[src/rtl/instr_fetch.sv]
// ---------------------------------------------------------------------------
// instr_fetch
//
// Instruction fetch stage between the unified memory code port and the
// decoder. It holds the fetch PC and drives it out on code_addr. The memory
// returns the matching word on r_code in the same cycle. That word is
// captured with its PC into a small prefetch FIFO, and the FIFO head is
// offered to the decoder over a valid/ready handshake.
//
// Branch redirects flush the FIFO and reload the PC. A fetch from a
// misaligned or out-of-ROM address stops fetching and raises a sticky fault.
// Only a branch or a reset clears that fault.
//
// Ports:
//   clk            system clock, all state updates on the rising edge
//   rst            synchronous active-low reset
//   fetch_en       1 = new fetches allowed; 0 = hold PC, FIFO still drains
//   code_addr      byte address to the memory code port (the fetch PC)
//   r_code         instruction word for code_addr, same cycle
//   instr_valid    FIFO head is valid
//   instr_ready    decoder takes the head this cycle
//   instr          instruction word at the FIFO head
//   instr_pc       address of the instruction at the FIFO head
//   branch_en      redirect request (flush + reload PC)
//   branch_target  new fetch address
//   fault          sticky fetch fault flag
// ---------------------------------------------------------------------------
module instr_fetch #(
  parameter logic [31:0] RESET_PC  = 32'h0000_0004,
  parameter logic [31:0] ROM_LIMIT = 32'h0001_ffff,
  parameter int          DEPTH     = 2
) (
  input  logic        clk,
  input  logic        rst,
  input  logic        fetch_en,
  output logic [31:0] code_addr,
  input  logic [31:0] r_code,
  output logic        instr_valid,
  input  logic        instr_ready,
  output logic [31:0] instr,
  output logic [31:0] instr_pc,
  input  logic        branch_en,
  input  logic [31:0] branch_target,
  output logic        fault
);

  localparam int AW = (DEPTH > 1) ? $clog2(DEPTH) : 1;
  localparam logic [AW:0] DEPTH_C = (AW + 1)'(DEPTH);

  typedef enum logic {
    RUN,
    FAULT
  } state_t;

  state_t        state;
  logic [31:0]   fetch_pc;
  logic [31:0]   pc_mem    [DEPTH];
  logic [31:0]   instr_mem [DEPTH];
  logic [AW-1:0] rd_ptr;
  logic [AW-1:0] wr_ptr;
  logic [AW:0]   count;
  logic [31:0]   hold_instr;
  logic [31:0]   hold_pc;

  logic addr_ok;
  logic push;
  logic pop;

  // The last fetchable word starts at ROM_LIMIT-3, so any word address past
  // that would read beyond the ROM.
  assign addr_ok = (fetch_pc[1:0] == 2'b00) && (fetch_pc <= (ROM_LIMIT - 32'd3));

  assign instr_valid = (count != '0);
  assign code_addr   = fetch_pc;

  // A branch voids any decoder handshake in the same cycle. A full FIFO
  // still accepts a push when the head is leaving at the same edge.
  assign pop  = instr_valid && instr_ready && !branch_en;
  assign push = (state == RUN) && fetch_en && !branch_en &&
                ((count < DEPTH_C) || pop) && addr_ok;

  // When the FIFO is empty, the head outputs show the last value that was
  // presented, or zero if nothing has been presented since reset.
  assign instr    = instr_valid ? instr_mem[rd_ptr] : hold_instr;
  assign instr_pc = instr_valid ? pc_mem[rd_ptr]    : hold_pc;

  // FIFO storage. It needs no reset because the head is only read while
  // count is non-zero.
  always_ff @(posedge clk) begin
    if (rst && push) begin
      pc_mem[wr_ptr]    <= fetch_pc;
      instr_mem[wr_ptr] <= r_code;
    end
  end

  // Control: PC, pointers, occupancy, state and fault flag. Reset comes
  // first, then branch, then normal push/pop and fault detection.
  always_ff @(posedge clk) begin
    if (!rst) begin
      fetch_pc   <= RESET_PC;
      rd_ptr     <= '0;
      wr_ptr     <= '0;
      count      <= '0;
      state      <= RUN;
      fault      <= 1'b0;
      hold_instr <= '0;
      hold_pc    <= '0;
    end else begin
      if (instr_valid) begin
        hold_instr <= instr_mem[rd_ptr];
        hold_pc    <= pc_mem[rd_ptr];
      end
      if (branch_en) begin
        fetch_pc <= branch_target;
        rd_ptr   <= '0;
        wr_ptr   <= '0;
        count    <= '0;
        state    <= RUN;
        fault    <= 1'b0;
      end else begin
        if (push) begin
          wr_ptr   <= wr_ptr + AW'(1);
          fetch_pc <= fetch_pc + 32'd4;
        end
        if (pop) begin
          rd_ptr <= rd_ptr + AW'(1);
        end
        if (push && !pop) begin
          count <= count + (AW + 1)'(1);
        end else if (pop && !push) begin
          count <= count - (AW + 1)'(1);
        end
        // A bad address stops fetching and leaves fetch_pc on the faulting
        // address. Entries already queued keep draining.
        if (state == RUN && fetch_en && !addr_ok) begin
          state <= FAULT;
          fault <= 1'b1;
        end
      end
    end
  end

endmodule
[config.mk]
export PLATFORM = sky130hd
export DESIGN_NAME = instr_fetch
export DESIGN_NICKNAME = d
export VERILOG_FILES = /design/src/rtl/instr_fetch.sv
export SDC_FILE = /design/constraint.sdc
export NUM_CORES = 1
export LEC_CHECK = 0
export CORE_MARGIN = 8
export CORE_UTILIZATION = 24
export DETAILED_ROUTE_END_ITERATION = 10
export PLACE_DENSITY = 0.41
export SYNTH_ARGS = -nofsm -noshare
export SYNTH_HDL_FRONTEND = slang
export SYNTH_SLANG_ARGS = --single-unit
[constraint.sdc]
create_clock -name clk -period 22.8 [get_ports clk]
set_clock_uncertainty 0.05 [all_clocks]
set_input_delay 4.56 -clock clk [delete_from_list [all_inputs] [get_ports clk]]
set_output_delay 4.56 -clock clk [all_outputs]
set_load 0.02 [all_outputs]
==> out/results.ini <==
[worst_setup_path]
critPathRequiredTime_ns=18.19
path_cells=nor2_4, buf_4, nand2_1, o21ai_0, clkdlybuf4s50_1
cpMaxStageDelayCell=nor2_4
crit_path_end_kind=output pin
cp.arrival_ns=3.54
crit_family=buffers and inverters
crit_type=flop to output pin
slowest_delay_ns=0.80
cp.buffers_inverters=2
critPathLaunchType=flop
critPathMaxFanout=86

[clock_tree]
clk_pin_slew_ns=0.06
cts_setup_buffers=0
cts_buffers=28
htree_levels=1
cts_resized=0
clkLatencyLatePin_ns=0.53
cts_hold_buf=0
clk_path_buf_depth=3
root_buffer=clkbuf_16
cts_tree=yes
cts_num_sinks=230

[synth]
synth-adder-area-share=0.00287
synth_simple_gate_area_share=0.127
ys.flop_type=edfxtp_1
synth-edff-count=128
synth_compound_area_frac=0.0703
synthCells=688
synth_area_per_cell_um2=12.7
syn_area_mm2=0.00872
synth_mux_area_frac=0.0953
synthXorXnorAreaFrac=0.00402
synth-seq-area-share=0.675
synth_cell_type_count=49
synth_nets=759
synth_top_family_by_area=simple AND/OR/NAND/NOR gates
async_reset_ff_frac=0
synth_warnings=0
ys_ff_latch=230

[timing]
tightest_slew_ns=1.06
period_share=0.357
min_period_ns=8.15
setup_viol=0
slew_headroom=0.293
drv_slew=0
hold_viol=0
hold_ws_ns=0.473
setup_tns_ns=0
max_clock_freq_mhz=123
rsz0062_at_grt=false

[routing]
vias_per_cell=4.25
vias=5689
totalWireLength_mm=24.2
drc=0
postRouteAntennaNets=0
drt-initial-drc-count=308
firstDrtPassIters=5
wire_per_inst_um=18.1

[floorplan]
rows=70
dieHeight_um=207
die_w_um=207
core_mm2=0.0362
start_util=0.241
die_area_mm2=0.0427
io_pins=167

[placement]
dp.cells=1287
place_congestion=0.717
io_buffers=166
dp_hpwl_mm=15.2

[finish]
finalNetCount=920
syn2layout_area_growth_pct=34.2
fin_cells=1338
final_cell_mix=clkdlybuf4s50_1 (164), edfxtp_1 (128), dfxtp_1 (101)
diodes=0
drive_above_1_share=0.0759
final_common_cell=clkdlybuf4s50_1
multi_input_area_mm2=0.00263
regArea_mm2=0.00589
fill_cells=3691

[flow_run]
cap_violations=0

[power]
power_density_mw_per_mm2=78.9
vdd_drop_max_mv=0.0514
leakage_nw=3.89

[outcome]
outcome=finished, final reports clean

[grt]
grt_max_degree=87
track_usage=0.112
grt_pass1_vias=5876
antenna_found_initial=0
grt_pass1_wl_mm=36.5
grt_overflow_total=0

[min_path]
hold_path_class=flop to flop

registers in the layout, indices dropped and copies added (netlist names), named ones only:
name	cells
code_addr	32
count	2
hold_instr	32
hold_pc	32
instr_mem	64
pc_mem	64
rd_ptr	1
state	1
wr_ptr	1
kinds of logic after synthesis:
kind of cell               after synthesis
muxes                                   83
and+or+nand+nor                        219
adders and majority gates                2
AOI/OAI and AO/OA                      103
buffers and inverters                   47
xor gates and xnor gates                 4
DFF                                    230
area by class of cell:
cell class              count  area share
multi-input cells         411       0.225
clock inverters            16     0.00887
well taps                 468      0.0500
clock buffers              35      0.0665
repair buffers            170       0.144
inverters                   8     0.00278
flip-flops and latches    230       0.503
final timing paths:
path | startpoint | end | slack (ns) | depth (start not counted)
setup / recovery | count[1]$_SDFFE_PP0P_ | instr_pc[15] | 14.65 | 5
hold / removal | state$_SDFFE_PP0P_ | state$_SDFFE_PP0P_ | 0.47 | 2
setup reg to reg | code_addr[24]$_SDFFE_PN0P_ | instr_mem[1][0]$_DFFE_PP_ | 19.47 | 5
hold reg to reg | state$_SDFFE_PP0P_ | state$_SDFFE_PP0P_ | 0.47 | 2
per-layer routing:
metal | up-vias | GRT usage | wire (um)
met1 | 2700 | 0.157 | 11600
met5 | - | 0 | 0
met4 | 0 | 0.0285 | 423
met3 | 33 | 0.0292 | 1760
li1 | 2800 | - | -
met2 | 156 | 0.170 | 10400
cell usage after synthesis (3+ instances only):
library cell / n / share of area
a21oi_1: 5 / 0.0029
a31oi_1: 4 / 0.0029
a32o_1: 3 / 0.0034
and2_1: 65 / 0.047
and3_1: 4 / 0.0029
buf_1: 8 / 0.0034
buf_2: 3 / 0.0017
clkbuf_1: 24 / 0.010
dfxtp_1: 102 / 0.23
edfxtp_1: 128 / 0.44
inv_1: 5 / 0.0022
mux2i_1: 83 / 0.095
nand2_1: 90 / 0.039
nand3_1: 4 / 0.0023
nand4_1: 7 / 0.0050
nor2_1: 25 / 0.011
nor3_1: 6 / 0.0034
o21a_1: 3 / 0.0026
o21ai_0: 69 / 0.040
o31a_1: 4 / 0.0040
or3_1: 6 / 0.0043
xor2_1: 3 / 0.0030
where the power goes:
group | internal (W) | switching [W] | total, W | leakage [nW]
combinational | 0.0000256 | 0.0000256 | 0.0000512 | 1.47
sequential | 0.000442 | 0.00000782 | 0.000450 | 1.99
clock | 0.000251 | 0.000171 | 0.000422 | 0.436
worst register-to-register path: cells and delay by family (launching register included):
kind	cells	cell delay [ns]
buf+inv	1	0.26
flops	1	0.37
simple gates	4	2.23
per-stage QoR:
stage          utilization  setup slack, ns  cell area (um^2)  total power (W)
2_1_floorplan            -            12.22              8720         0.000479
3_3_place_gp         0.299            14.97             10800         0.000512
3_5_place_dp         0.299            14.91             10800         0.000512
4_1_cts              0.324            14.54             11700         0.000942
5_1_grt              0.324            14.25             11700         0.000961
6_report             0.324            14.65             11700         0.000924
No activity file was read; power rests on OpenSTA's default activity.
